`config.mk`:
```
export PLATFORM = sky130hd
export DESIGN_NAME = histo_frame_sequencer
export DESIGN_NICKNAME = d
export VERILOG_FILES = /design/src/rtl/histo_frame_sequencer.sv
export SDC_FILE = /design/constraint.sdc
export NUM_CORES = 1
export LEC_CHECK = 0
export ABC_CLOCK_PERIOD_IN_PS = 4600
export BUFFER_PORTS_ARGS = -buffer_cell sky130_fd_sc_hd__buf_4
export CAP_MARGIN = 0
export CORE_ASPECT_RATIO = 0.8
export CORE_MARGIN = 5
export CORE_UTILIZATION = 50
export CTS_BUF_LIST = sky130_fd_sc_hd__clkbuf_8
export DETAILED_ROUTE_END_ITERATION = 16
export PLACE_DENSITY_LB_ADDON = 0.2
export SETUP_SLACK_MARGIN = 0.5
export SYNTH_ARGS = -nofsm -noshare
export SYNTH_HDL_FRONTEND = slang
export SYNTH_SLANG_ARGS = --single-unit
```
`constraint.sdc`:
```
create_clock -name clk -period 4.6 [get_ports clk]
set_input_delay 0.92 -clock clk [delete_from_list [all_inputs] [get_ports clk]]
set_output_delay 0.92 -clock clk [all_outputs]
set_load 0.005 [all_outputs]
```
`src/rtl/histo_frame_sequencer.sv`:
```
// Phase controller for the intensity-histogram pipeline: clears the bins, accumulates every pixel,
// then re-reads every pixel for encoding. It drives addresses and strobes only.
module histo_frame_sequencer #(
  parameter int NPIX = 32640,
  parameter int AW   = 15,
  parameter int BINS = 256
) (
  input  logic          clk,
  input  logic          clear_n,
  input  logic          start,
  input  logic          out_stall,
  input  logic [7:0]    pix_data,
  output logic          pix_rd,
  output logic [AW-1:0] pix_addr,
  output logic          bin_clr,
  output logic          bin_inc,
  output logic [7:0]    bin_addr,
  output logic          enc_en,
  output logic          we,
  output logic          busy,
  output logic          finallydone
);

  // state | meaning
  // IDLE  | waiting for the first start after reset
  // CLR   | zero one bin per cycle
  // ACC   | read every pixel, then one drain cycle that increments the last bin
  // EMIT  | read pixels when not stalled, then one drain cycle for the last byte
  // DONE  | frame complete, waiting for the next start
  typedef enum logic [2:0] {IDLE, CLR, ACC, EMIT, DONE} state_e;

  localparam int            CW       = AW + 1;
  localparam logic [CW-1:0] NPIX_C   = CW'(NPIX);
  localparam logic [7:0]    LAST_BIN = 8'(BINS - 1);

  state_e        state_q;
  logic [CW-1:0] cnt_q;
  logic [AW-1:0] addr_q;
  logic [7:0]    bin_q;
  logic          inc_q, enc_q;
  logic [1:0]    rst_sync_q;
  logic          rst_n;
  logic          all_issued;
  logic          rd;

  // Reset asserts immediately but releases on a clock edge.
  always_ff @(posedge clk or negedge clear_n) begin
    if (!clear_n) rst_sync_q <= 2'b00;
    else          rst_sync_q <= {rst_sync_q[0], 1'b1};
  end
  assign rst_n = rst_sync_q[1];

  assign all_issued = (cnt_q == NPIX_C);
  assign rd = !all_issued && ((state_q == ACC) || ((state_q == EMIT) && !out_stall));

  always_ff @(posedge clk or negedge rst_n) begin
    if (!rst_n) begin
      state_q <= IDLE;
      cnt_q   <= '0;
      addr_q  <= '0;
      bin_q   <= '0;
      inc_q   <= 1'b0;
      enc_q   <= 1'b0;
    end else begin
      inc_q <= (state_q == ACC) && rd;
      enc_q <= (state_q == EMIT) && rd;
      if (rd) begin
        addr_q <= cnt_q[AW-1:0];
        cnt_q  <= cnt_q + CW'(1);
      end
      case (state_q)
        IDLE, DONE: begin
          if (start) begin
            state_q <= CLR;
            bin_q   <= '0;
            cnt_q   <= '0;
          end
        end
        CLR: begin
          bin_q <= bin_q + 8'd1;
          if (bin_q == LAST_BIN) begin
            state_q <= ACC;
            bin_q   <= '0;
          end
        end
        ACC: begin
          if (all_issued) begin
            state_q <= EMIT;
            cnt_q   <= '0;
          end
        end
        EMIT: begin
          if (all_issued) state_q <= DONE;
        end
        default: state_q <= IDLE;
      endcase
    end
  end

  // The bin index for an increment is the pixel value returned by the previous read.
  assign pix_rd      = rd;
  assign pix_addr    = rd ? cnt_q[AW-1:0] : addr_q;
  assign bin_clr     = (state_q == CLR);
  assign bin_inc     = inc_q;
  assign bin_addr    = inc_q ? pix_data : bin_q;
  assign enc_en      = enc_q;
  assign we          = enc_q;
  assign busy        = (state_q == CLR) || (state_q == ACC) || (state_q == EMIT);
  assign finallydone = (state_q == DONE);

endmodule

```
## Word level (Yosys, flattened, before mapping)

Cells that the tools add are included.

- Bits in registers: 46
- Bits of input ports: 12
- Output and inout bits: 30
- Word-level logic and storage cells: 47

- Add/subtract/negate cells: 2
- Equal/unequal tests: 10
- Multiplexer cells: 14
- Reductions and logical operators: 14

Operators with widths:

| operator | number |
|---|---|
| 16-bit 2-to-1 mux | 3 |
| 16-bit case mux with 2 select lines | 1 |
| 8-bit 2-to-1 mux | 3 |
| 16-bit by 1-bit adder with 16-bit output, second input constant | 1 |
| 16-bit by 15-bit == test with 1-bit output, second input constant | 1 |
| 8-bit case mux with 2 select lines | 1 |
| 15-bit 2-to-1 mux | 1 |
| 3-bit 2-to-1 mux | 4 |
| 3-bit case mux with 4 select lines | 1 |
| 8-bit by 1-bit adder with 8-bit output, second input constant | 1 |
| 8-bit == test, second input constant | 1 |
| 3-bit by 2-bit == test with 1-bit output, second input constant | 2 |
| 2-bit != test, second input constant | 3 |
| 1-bit logical AND | 4 |
| 4-bit AND reduction | 1 |
| 3-bit by 1-bit == test with 1-bit output, second input constant | 1 |
| 3-bit == test, second input constant | 1 |
| 3-bit logical NOT | 1 |
| 1-bit logical OR | 3 |
| 1-bit logical NOT | 2 |
| 2-bit by 1-bit != test with 1-bit output, second input constant | 1 |
| 2-bit AND reduction | 1 |
| 2-bit nonzero test | 1 |
| 2-bit OR reduction | 1 |

## Depth between registers and ports, before layout

- Depth in word-level cells: 7
- Depth in mapped cells: 8
- Depth with buffers taken out: 6

## Worst setup path before layout

Ideal clock, no wire load.

- Path kind: input -> output
- Start: in out_stall
- End: out pix_addr[10]
- Data arrival time: 1.857 ns
- Slack: 1.823 ns
- Cell stages on the path: 5
- Path buffers: 1
- Cell sequence: nand2_1 -> nand2_1 -> nor2_8 -> buf_6 -> mux2_2

- Longest elaborated chain between the ends: 5

RTL lines:

| item | RTL line | source |
|---|---|---|
| from (decl) | 11 | `input logic out_stall,` |
| 1-bit logical NOT | 54 | `assign rd = !all_issued && ((state_q == ACC) \|\| ((state_q == EMIT) && !out_stall));` |
| 1-bit logical AND | 54 |  |
| 1-bit logical OR | 54 |  |
| 1-bit logical AND | 54 |  |
| via pix_rd | 13 | `output logic pix_rd,` |
| 15-bit 2-to-1 mux | 102 | `assign pix_addr = rd ? cnt_q[AW-1:0] : addr_q;` |
| to (decl) | 14 | `output logic [AW-1:0] pix_addr,` |

The timed path passes the listed nets, and every way through them passes these cells.

## Worst setup path in the final report

- Start: reg cnt_q[0]
- End: out pix_addr[12]

- Longest elaborated chain between the ends: 4

RTL lines:

| item | RTL line | source |
|---|---|---|
| from (decl) | 37 | `logic [CW-1:0] cnt_q;` |
| from (signal assigned) | 69 | `cnt_q <= cnt_q + CW'(1);` |
| 16-bit by 15-bit == test with 1-bit output | 53 | `assign all_issued = (cnt_q == NPIX_C);` |
| 1-bit logical NOT | 54 |  |
| 1-bit logical AND | 54 |  |
| 15-bit 2-to-1 mux | 102 |  |

No other way between the ends.

==> impl_metrics.tcl <==
set metrics [dict create \
    power_density_mw_per_mm2 243.3 \
    min_period_ps 3280 \
    port_buffers 41 \
    synth.area.top_cells "dfrtp_1 (50%), mux2_2 (9.9%), a21oi_1 (3.5%)" \
    rsz0062_at_grt "false" \
    setup_viol 0 \
    synthDistinctLibCells 37 \
    clock_sinks 46 \
    fin_nets 271 \
    clk_path_buf_depth 2 \
    nFillCells 403 \
    critPathTopFamily "simple AND/OR/NAND/NOR gates" \
    post-route-period-util_pct 71.31 \
    tns_ps 0 \
    antenna_found_initial 0 \
    yosysSeqAreaShare_pct 50.36 \
    clock_latency_ps 300 \
    synth_flop_cell "dfrtp_1" \
    slowest_stage "dfrtp_1" \
    diodes 0 \
    p_leak_uw 0.001261 \
    die_w_um 85.60 \
    final_common_cell "dfrtp_1" \
    postCtsHoldBufs 0 \
    cp-start-kind "register" \
    final_cell_mix "dfrtp_1 (45), buf_4 (41), mux2_2 (20), nand2_1 (17)" \
    die_y_um 70.48 \
    crit_fanout 17 \
    setup.worst_path.end_class "output pin" \
    avgSynthCellArea_um2 10.58 \
    clk_pin_slew_worst_paths_ps 70 \
    cts_buffers 5 \
    drv_cap 0 \
    grt_max_degree 45 \
    wl_per_cell_um 15.49 \
    area_delta_synth_final_pct 18.23 \
    htreeDepth 2 \
    wl_um 4894 \
    drt_iter0_drc 107 \
    vdd_drop_max_uv 217.7 \
    multi_input_area_mm2 0.001061 \
    pin_count 42 \
    drc_errors 0 \
    dp_slack_ps 1460 \
    grt_pass1_vias 1744 \
    ant_nets 0 \
    yosysWarnings 0 \
    crit_chain "inv_1 > ha_1 > and4b_1 > and4_1 > nor2_8 > mux2_2 > buf_4" \
    syn_inst 216 \
    cp_slowest_stage_delay_ps 420 \
    worstMarginPinSlew_ps 982.9 \
    synth_edf_count 0 \
    timing.final.ws_setup_ps 1320 \
    status "complete, no violations" \
    crit_buf_inv 2 \
    grt_usage_pct 17.06 \
    hold_viol_final 0 \
    num_rows 22 \
    drive_gt1_share_pct 28.52 \
    hpwl_um 3619 \
    whs_ps 363.2 \
    slew_headroom_pct 34.48 \
    dieArea_mm2 0.006032 \
    synth-seq-cells 46 \
    initial_core_util_pct 50.64 \
    grt_pass1_wl_um 8197 \
    yosys.area.top_type "dfrtp_1" \
    cp.arrival_ps 2360 \
    slew_violations 0 \
    clockRootBuffer "clkbuf_8" \
    required_ps 3680 \
    postCtsResizedCells 0 \
    overflow 0 \
    seq_area_mm2 0.001152 \
    synth_top_cell_area_share_pct 50.36 \
    worstSetupPathType "register to output pin" \
    gp_congestion 0.7999 \
    synthArstFlopShare_pct 100.0 \
    netlist_area_mm2 0.002286 \
    vias 1793 \
    vias_per_cell 5.674 \
    cts_setup_buffers 0 \
    hp-class "register to register" \
    max_freq_ghz 0.3049 \
    synthesis.nets 231 \
    tritoncts "yes" \
    dr.pass1.iters 4 \
    fin_skew_ps 8.418 \
    design.core.area_mm2 0.004514 \
]
[cell type report]
type                    count  area share (%)
repair buffers             41           11.39
multi-input cells         155           39.26
clock inverters             2          0.4167
flip-flops and latches     46           42.64
well taps                  60           2.778
clock buffers               5           2.546
inverters                   7          0.9722
[state kept, by name, summed over array words and instances, names as in the netlist]
signal and count:
enc_en 1, state_q 3, bin_q 8, bin_inc 1, rst_sync_q 2, addr_q 15, cnt_q 16
[metal layers]
metal	vias up	wire, um	global-route usage, %	part of all wire [%]
li1	867	-	-	-
met1	865	2320	24.53	47
met2	56	2214	25.00	45
met3	5	321	4.599	6.6
met4	0	38	5.272	0.78
met5	-	0	0	0
[cells by family after synthesis]
logic type                 after synthesis  synth area share, %
buffers and inverters                   15                3.229
adders and majority gates                3                1.642
and+or+nand+nor                         80                20.58
DFF                                     46                50.36
xor gates and xnor gates                 4                1.532
AOI/OAI and AO/OA                       46                12.21
muxes                                   21                10.29
other                                    1               0.1640
[worst paths after layout]
check                         startpoint  slack, ps             to  cells past startpoint
max in group asynchronous  rst_sync_q[1]       3630       cnt_q[7]                      0
min in group asynchronous  rst_sync_q[1]        390       bin_q[4]                      0
hold / removal             rst_sync_q[0]        360  rst_sync_q[1]                      0
hold reg to reg            rst_sync_q[0]        360  rst_sync_q[1]                      0
setup reg to reg                cnt_q[0]       2330       cnt_q[4]                      6
setup / recovery                cnt_q[0]       1320   pix_addr[12]                      7
[report_power, final]
group	total (uW)	leakage (uW)	internal, uW	switching [uW]
sequential	412	0.000587	405	7.00
combinational	17.6	0.000633	12.3	5.30
clock	228	0.0000414	102	126
total	657	0.00126	519	138
[worst register-to-register path, stage by stage (launching register included)]
cell	delay, ps
dfrtp_1	430
inv_1	100
ha_1	150
and4b_1	210
nand4_1	240
a21oi_1	860
nor2_1	130
[metrics by stage]
stage          area [um^2]  std cells  total power (uW)  utilization [%]
6_report              2703        316             657.5            59.87
5_1_grt               2703        316             684.1            59.87
4_1_cts               2703        316             664.3            59.87
3_5_place_dp          2623        309             438.6            58.09
3_3_place_gp          2623        309             437.9            58.09
2_1_floorplan         2286        216             422.7                -
[synthesized netlist by cell type (all sizes together) (2+ instances only)]
cell	number
a21o	3
and2	4
or4	6
dfrtp	46
and4	3
or3	5
xor2	4
o21ai	16
nand3	10
nand2b	4
a22o	2
nor3	2
nand2	17
clkbuf	3
mux2	20
and4b	2
nand4	8
nor2	10
a21oi	16
buf	5
and3	5
ha	3
inv	7
o31ai	5
Power figures use the tool's default switching activity.
